===== config.mk =====
export PLATFORM = sky130hd
export DESIGN_NAME = pipe_ctrl
export DESIGN_NICKNAME = d
export VERILOG_FILES = /design/src/rtl/pipe_ctrl.sv
export SDC_FILE = /design/constraint.sdc
export NUM_CORES = 1
export LEC_CHECK = 0
export CORE_ASPECT_RATIO = 1.1
export CORE_MARGIN = 5
export CORE_UTILIZATION = 45
export CTS_CLUSTER_DIAMETER = 200
export DETAILED_ROUTE_END_ITERATION = 16
export PLACE_DENSITY = 0.7
export SLEW_MARGIN = 20
export SYNTH_ARGS = -nofsm -noshare
export SYNTH_HDL_FRONTEND = slang
export SYNTH_SLANG_ARGS = --single-unit

===== constraint.sdc =====
create_clock -name clk -period 2.5 [get_ports clk]
set_input_delay 0.5 -clock clk [delete_from_list [all_inputs] [get_ports clk]]
set_output_delay 0.5 -clock clk [all_outputs]
set_load 0.01 [all_outputs]

===== src/rtl/pipe_ctrl.sv =====
// Pipeline sequencing controller for the 5-stage RISC-V core.
//
// Drives the PC and pipeline-register write enables plus the IF/ID and ID/EX
// bubble flushes. Hazard and stall sources are resolved by a fixed priority.
// The whole pipe is frozen while a data-memory access or a multi-cycle MDU
// operation is outstanding. Saturating stall/flush performance counters and a
// sticky wait-timeout error flag are kept.
//
// Ports:
//   clk           system clock, all state updates on the rising edge
//   rstn          synchronous active-low reset
//   imem_ready    instruction fetch data valid this cycle
//   load_use      ID instruction depends on a load in EX
//   branch_taken  EX resolved a taken branch or jump
//   dmem_req      MEM stage has a data access (held stable while frozen)
//   dmem_ready    data memory completes the access this cycle
//   mdu_start     EX holds a multi-cycle mul/div (held stable while frozen)
//   mdu_done      MDU result valid this cycle
//   halt_req      debug halt request, level
//   cnt_clr       clears both performance counters
//   pc_wen .. memwb_wen      register write enables
//   ifid_flush, idex_flush   load a bubble into the register at the next edge
//   state         00 RUN, 01 DWAIT, 10 MWAIT, 11 HALT
//   err           sticky wait-timeout error
//   stall_cnt     cycles with pc_wen=0, saturating
//   flush_cnt     branch flush events, saturating

module pipe_ctrl #(
    parameter int unsigned CNT_WIDTH = 32,
    parameter int unsigned TIMEOUT   = 255
) (
    input  logic                 clk,
    input  logic                 rstn,
    input  logic                 imem_ready,
    input  logic                 load_use,
    input  logic                 branch_taken,
    input  logic                 dmem_req,
    input  logic                 dmem_ready,
    input  logic                 mdu_start,
    input  logic                 mdu_done,
    input  logic                 halt_req,
    input  logic                 cnt_clr,
    output logic                 pc_wen,
    output logic                 ifid_wen,
    output logic                 idex_wen,
    output logic                 exmem_wen,
    output logic                 memwb_wen,
    output logic                 ifid_flush,
    output logic                 idex_flush,
    output logic [1:0]           state,
    output logic                 err,
    output logic [CNT_WIDTH-1:0] stall_cnt,
    output logic [CNT_WIDTH-1:0] flush_cnt
);

    typedef enum logic [1:0] {
        StRun   = 2'b00,
        StDwait = 2'b01,
        StMwait = 2'b10,
        StHalt  = 2'b11
    } state_e;

    // Last wait_cnt value before a timeout fires; unused when TIMEOUT is 0.
    localparam bit          TimeoutEn   = (TIMEOUT != 0);
    localparam logic [15:0] TimeoutLast = TimeoutEn ? 16'(TIMEOUT - 1) : 16'd0;

    state_e                 state_q, state_d;
    logic                   err_q, err_d;
    logic [15:0]            wait_cnt_q, wait_cnt_d;
    logic [CNT_WIDTH-1:0]   stall_cnt_q, stall_cnt_d;
    logic [CNT_WIDTH-1:0]   flush_cnt_q, flush_cnt_d;

    logic dmem_stall;
    logic mdu_stall;
    logic timeout_hit;
    logic pipe_go;       // hazard rules (branch / load-use / fetch) decide outputs
    logic branch_fire;   // branch flush rule selected this cycle

    assign dmem_stall  = dmem_req & ~dmem_ready;
    assign mdu_stall   = mdu_start & ~mdu_done;
    assign timeout_hit = TimeoutEn && (wait_cnt_q == TimeoutLast);

    // ------------------------------------------------------------------
    // State register
    // ------------------------------------------------------------------
    always_ff @(posedge clk) begin
        if (!rstn) begin
            state_q     <= StRun;
            err_q       <= 1'b0;
            wait_cnt_q  <= 16'd0;
            stall_cnt_q <= '0;
            flush_cnt_q <= '0;
        end else begin
            state_q     <= state_d;
            err_q       <= err_d;
            wait_cnt_q  <= wait_cnt_d;
            stall_cnt_q <= stall_cnt_d;
            flush_cnt_q <= flush_cnt_d;
        end
    end

    // ------------------------------------------------------------------
    // Next-state logic
    // ------------------------------------------------------------------
    always_comb begin
        state_d    = state_q;
        err_d      = err_q;
        wait_cnt_d = wait_cnt_q;
        unique case (state_q)
            StRun: begin
                // halt_req is only honoured here so an in-flight wait completes first
                if (halt_req) begin
                    state_d = StHalt;
                end else if (dmem_stall) begin
                    state_d    = StDwait;
                    wait_cnt_d = 16'd0;
                end else if (mdu_stall) begin
                    state_d    = StMwait;
                    wait_cnt_d = 16'd0;
                end
            end
            StDwait: begin
                if (dmem_ready) begin
                    if (mdu_stall) begin
                        state_d    = StMwait;
                        wait_cnt_d = 16'd0;
                    end else begin
                        state_d = StRun;
                    end
                end else if (timeout_hit) begin
                    state_d = StHalt;
                    err_d   = 1'b1;
                end else begin
                    wait_cnt_d = wait_cnt_q + 16'd1;
                end
            end
            StMwait: begin
                if (mdu_done) begin
                    state_d = StRun;
                end else if (timeout_hit) begin
                    state_d = StHalt;
                    err_d   = 1'b1;
                end else begin
                    wait_cnt_d = wait_cnt_q + 16'd1;
                end
            end
            default: begin
                // HALT: a timeout error pins the controller here until reset
                if (!err_q && !halt_req) begin
                    state_d = StRun;
                end
            end
        endcase
    end

    // ------------------------------------------------------------------
    // Output logic
    // ------------------------------------------------------------------
    always_comb begin
        pc_wen      = 1'b0;
        ifid_wen    = 1'b0;
        idex_wen    = 1'b0;
        exmem_wen   = 1'b0;
        memwb_wen   = 1'b0;
        ifid_flush  = 1'b0;
        idex_flush  = 1'b0;
        pipe_go     = 1'b0;
        branch_fire = 1'b0;
        if (!rstn) begin
            ifid_flush = 1'b1;
            idex_flush = 1'b1;
        end else begin
            unique case (state_q)
                StRun:   pipe_go = ~halt_req & ~dmem_stall & ~mdu_stall;
                StDwait: pipe_go = dmem_ready & ~mdu_stall;
                StMwait: pipe_go = mdu_done;
                default: pipe_go = 1'b0;
            endcase
            if (pipe_go) begin
                if (branch_taken) begin
                    // Branch squashes the wrong-path instructions in IF/ID and ID/EX
                    pc_wen      = 1'b1;
                    ifid_wen    = 1'b1;
                    idex_wen    = 1'b1;
                    exmem_wen   = 1'b1;
                    memwb_wen   = 1'b1;
                    ifid_flush  = 1'b1;
                    idex_flush  = 1'b1;
                    branch_fire = 1'b1;
                end else if (load_use) begin
                    idex_wen   = 1'b1;
                    exmem_wen  = 1'b1;
                    memwb_wen  = 1'b1;
                    idex_flush = 1'b1;
                end else if (!imem_ready) begin
                    ifid_wen   = 1'b1;
                    idex_wen   = 1'b1;
                    exmem_wen  = 1'b1;
                    memwb_wen  = 1'b1;
                    ifid_flush = 1'b1;
                end else begin
                    pc_wen    = 1'b1;
                    ifid_wen  = 1'b1;
                    idex_wen  = 1'b1;
                    exmem_wen = 1'b1;
                    memwb_wen = 1'b1;
                end
            end
        end
    end

    // ------------------------------------------------------------------
    // Saturating performance counters; clear wins over increment
    // ------------------------------------------------------------------
    always_comb begin
        stall_cnt_d = stall_cnt_q;
        flush_cnt_d = flush_cnt_q;
        if (cnt_clr) begin
            stall_cnt_d = '0;
            flush_cnt_d = '0;
        end else begin
            if (!pc_wen && (stall_cnt_q != '1)) begin
                stall_cnt_d = stall_cnt_q + 1'b1;
            end
            if (branch_fire && (flush_cnt_q != '1)) begin
                flush_cnt_d = flush_cnt_q + 1'b1;
            end
        end
    end

    assign state     = state_q;
    assign err       = err_q;
    assign stall_cnt = stall_cnt_q;
    assign flush_cnt = flush_cnt_q;

endmodule

* Yosys cells after proc, flatten, opt, wreduce, memory -nomap -nowiden
Cells that the tools add are included.
** Operators by class
- $add $sub $neg :: 3
- Eq/ne operators :: 9
- Mux-type cells :: 45
- Bitwise operators :: 11
- Reductions and logical operators :: 14
** Operators with widths (count)
- 2-to-1 mux 16 bit :: 6
- adder 32 x 1 -> 32 bit (second input constant) :: 2
- != test 32 bit (second input constant) :: 2
- case mux 16 bit (3 select lines) :: 1
- 2-to-1 mux 1 bit :: 27
- adder 16 x 1 -> 16 bit (second input constant) :: 1
- equality test 16 x 8 -> 1 bit (second input constant) :: 1
- 2-to-1 mux 2 bit :: 8
- != test 2 bit (second input constant) :: 3
- inverter 1 bit :: 6
- case mux 2 bit (3 select lines) :: 1
- AND reduction 3 bit :: 2
- AND 1 bit :: 5
- != test 4 bit (second input constant) :: 1
- nonzero test 4 bit :: 1
- logical AND 1 bit :: 3
- zero test 1 bit :: 3
- case mux 1 bit (3 select lines) :: 1
- nonzero test 3 bit :: 1
- equality test 2 x 1 -> 1 bit (second input constant) :: 1
- equality test 2 bit (second input constant) :: 1
- zero test 2 bit :: 1
- case mux 1 bit (2 select lines) :: 1
- AND reduction 2 bit :: 1
- 2 further kinds :: 2
** Word-level totals
- Register bits :: 83
- Output and inout bits :: 74
- Word-level logic and storage cells :: 87

* Logic depth before layout (Yosys ltp)
- Word-level depth :: 11
- Depth in mapped cells :: 12
- Gate-level depth less buffers :: 9

* Least setup slack after synthesis
No wires, ideal clock.
- Path kind :: register -> output
- Start :: register state_q[1] (netlist: state[1])
- End :: output port ifid_wen
- Data arrival time :: 1843 ps
- Data required time :: 2000 ps
- Path slack :: 157 ps
- Stages on the path, launching flop included :: 10
- Path buffers :: 2
- Cell sequence :: dfxtp_1 inv_1 ha_1 nor2b_2 o21ai_1 nand4_2 inv_2 buf_6 buf_6 o21a_1
** Between the ends
- Longest elaborated chain between the ends :: 5
** RTL lines
- start, declared :: line 67 : state_e state_q, state_d;
- start signal, assigned :: line 88 : state_q <= StRun;
- start signal, assigned :: line 94 : state_q <= state_d;
- equality test 2 bit (tied with other cells) :: line 173 : unique case (state_q)
- case mux 1 bit (3 select lines) (*) :: line 173
- 2-to-1 mux 1 bit (*) :: line 169 : if (!rstn) begin
- 2-to-1 mux 1 bit (*) :: line 179 : if (pipe_go) begin
- 2-to-1 mux 1 bit (*) :: line 169
- end, declared :: line 44 : output logic ifid_wen,
Mark *: on every way between the ends. The rest lies on a longest branch, timed or not. The select of a mux whose other input is x is not followed.

* Worst setup path after layout
Same ends and word-level chain as after synthesis.

==> results_dict.tcl <==
set metrics [dict create \
    clock_power_share_pct 37.2 \
    irDropWorstVdd_mv 0.421 \
    grt.total_usage_pct 20.8 \
    antenna_found_initial 0 \
    power.density_mw_per_mm2 616 \
    syn_inst 576 \
    crit_required_ns 2.00 \
    rsz0062_at_grt "false" \
    finalNonFillerCells 821 \
    worst_slew_pin_slew_ns 0.656 \
    endpoint_kind "primary output" \
    htreeDepth 3 \
    tritoncts "built" \
    status "finished clean" \
    start_kind "flip-flop" \
    start_util_pct 45.3 \
    dp.final_hpwl_microns 9660 \
    first_pass_iters 5 \
    ys_async_sr_fraction_pct 0 \
    dp_cells 804 \
    yosysUniqueCellTypes 55 \
    finalHoldViolCount 0 \
    vias 4861 \
    p_leak_nw 2.18 \
    path_class "flip-flop to primary output" \
    finalCritPeriodShare_pct 94.3 \
    crit_start "state[1]$_SDFFE_PN0P_" \
    p_int_mw 2.67 \
    relSlewSlack_pct 55.9 \
    skew_ns 0.00746 \
    coreArea_sq_mm 0.0102 \
    synth_area_leader_cell "dfxtp_1" \
    grt_pass1_vias 4485 \
    synth.avg_cell_area_sq_um 8.06 \
    ys_warn_count 0 \
    antenna_cells 0 \
    syn2layout_area_growth_pct 33.1 \
    drt_wl_total_microns 12700 \
    synth_common_cells "dfxtp_1 (83), a21oi_1 (54), nor2_1 (51)" \
    die_x_microns 107 \
    power.share.sequential_pct 36.0 \
    die_y_microns 117 \
    tns_ns 0 \
    synth_edf_count 0 \
    final_max_slew_viol_count 0 \
    endpoint "ifid_wen" \
    power.combinational.fraction_pct 26.8 \
    cts.sinks 83 \
    root_buffer "clkbuf_16" \
    dieArea_sq_mm 0.0124 \
    synthTopCellsByArea "dfxtp_1 (36%), a21oi_1 (5.8%), o21ai_0 (4.2%)" \
    grt_pass1_wl_microns 21300 \
    io_buffers 84 \
    fmax_ghz 0.424 \
    ys_seq_area_share_pct 35.8 \
    grt_max_degree 26 \
    finalSetupViolations 0 \
    min_path_type "flip-flop to flip-flop" \
    drt_iter0_markers 215 \
    r2r_end "flush_cnt[10]$_SDFFE_PP0P_" \
    num_rows 39 \
    ff2ff_path_depth 11 \
    synth_seq_cells 83 \
    worstPathArrival_ns 1.86 \
    min_period_ns 2.36 \
    via_per_inst 5.92 \
    synth_nets 595 \
    synth_top_cell_area_share_pct 35.8 \
    synth.most_common_cell "dfxtp_1" \
    hold_path_depth 2 \
    numCtsBuffers 9 \
    min_from "stall_cnt[23]$_SDFFE_PP0P_" \
    netSwitchingPower_mw 1.14 \
    grt_overflow_total 0 \
    cp_max_fo 5 \
    syn-cell-area_sq_mm 0.00464 \
    switching_share_pct 29.9 \
    r2r-start "state[1]$_SDFFE_PN0P_" \
    cap_violations 0 \
    path_clk_slew_ns 0.06 \
    routedWlPerCell_microns 15.5 \
    ant_nets 0 \
    ys.flop_type "dfxtp_1" \
    nets 712 \
    io_pins 85 \
    rrSetupSlack_ns 0.20 \
    place.gp.congestion 0.870 \
    drc 0 \
    cts_max_path_buffers 2 \
    ctsHoldBuffers 0 \
    insertion_delay_ns 0.34 \
    drive_above_1_share_pct 13.5 \
]
==> timing repair <==
| action | 4_1_cts | 5_1_grt |
|---|---|---|
| resized for setup | 13 | 19 |
| setup buffers | 1 | 0 |
| endpoints found under the setup margin | 15 | 16 |
| pin swaps | 1 | 4 |
| cloned | 0 | 0 |
==> power by group through the flow <==
stage | clock network, mW | registers [mW] | logic, mW
after floorplan | 0 | 1.41 | 0.603
after global placement | 0 | 1.40 | 0.987
after detailed placement | 0 | 1.40 | 0.996
after CTS | 1.45 | 1.37 | 1.01
after global routing | 1.52 | 1.37 | 1.12
final | 1.42 | 1.37 | 1.02
==> worst min-delay path by stage <==
stage                             endpoint  slack [ns]
2_1_floorplan  wait_cnt_q[12]$_SDFFE_PN0P_        0.46
3_3_place_gp              err$_SDFFE_PN0P_        0.48
3_5_place_dp   wait_cnt_q[12]$_SDFFE_PN0P_        0.49
4_1_cts        wait_cnt_q[12]$_SDFFE_PN0P_        0.51
5_1_grt         stall_cnt[23]$_SDFFE_PP0P_        0.52
6_report        stall_cnt[23]$_SDFFE_PP0P_        0.50
==> critical path: stages (launching register included) <==
cell and delay [ns]:
dfxtp_1 0.33, inv_1 0.06, ha_1 0.19, buf_4 0.15, nand2b_1 0.09, o21a_1 0.18
nand4_4 0.15, inv_4 0.11, o21a_1 0.12, clkbuf_2 0.13
==> per-layer routing <==
layer  vias to the layer above  track usage (%)  share of wire, %  routed length, microns
met5                         -                0                 0                       0
met4                         0             6.39               1.0                     130
met3                        12             3.59               5.7                     725
met2                       161             36.2                50                    6360
met1                      2298             26.3                43                    5530
li1                       2390                -                 -                       -
==> layout make-up <==
| type | instances | area (sq um) |
|---|---|---|
| Clock buffer | 12 | 246 |
| Clock inverter | 4 | 73.8 |
| Fill cell | 903 | 4070 |
| Inverter | 16 | 62.6 |
| Multi-Input combinational cell | 451 | 2800 |
| Sequential cell | 83 | 1660 |
| Tap cell | 123 | 154 |
| Timing Repair Buffer | 132 | 1180 |
==> registers in the layout, summed over array words and instances (netlist names) <==
register / cells
err: 1
flush_cnt: 32
stall_cnt: 32
state: 2
wait_cnt_q: 16
==> placed cells by master (no fill, tap or decap), types with 11 or more instances in the layout <==
master and instances:
or3_1 31, nand4_1 25, xor2_1 11, a21oi_1 54, dfxtp_1 82, nor2_1 51
nor3_1 11, nand2_1 39, clkdlybuf4s50_1 76, and3_1 15, buf_4 46, nand3_1 32
o21ai_0 37, and2_1 11, inv_1 15
==> logic make-up after synthesis <==
group	after synthesis	share of synthesized area [%]
compound gates	157	20.8
xor+xnor	20	3.77
fa+ha+maj	8	2.16
buf+inv	42	4.61
flops	83	35.8
mux	3	0.674
simple gates	263	32.2
==> per-stage QoR <==
step	area, sq um	hold WS, ns	power (mW)	setup WS (ns)	util, %
after floorplan	4640	0.464	2.01	0.157	-
after global placement	5850	0.481	2.38	-0.385	57.1
after detailed placement	5850	0.495	2.40	-0.452	57.1
after CTS	6190	0.509	3.84	0.00670	60.4
after global routing	6180	0.523	4.01	0.0476	60.3
final	6180	0.502	3.81	0.143	60.3
Power figures use the tool's default switching activity.
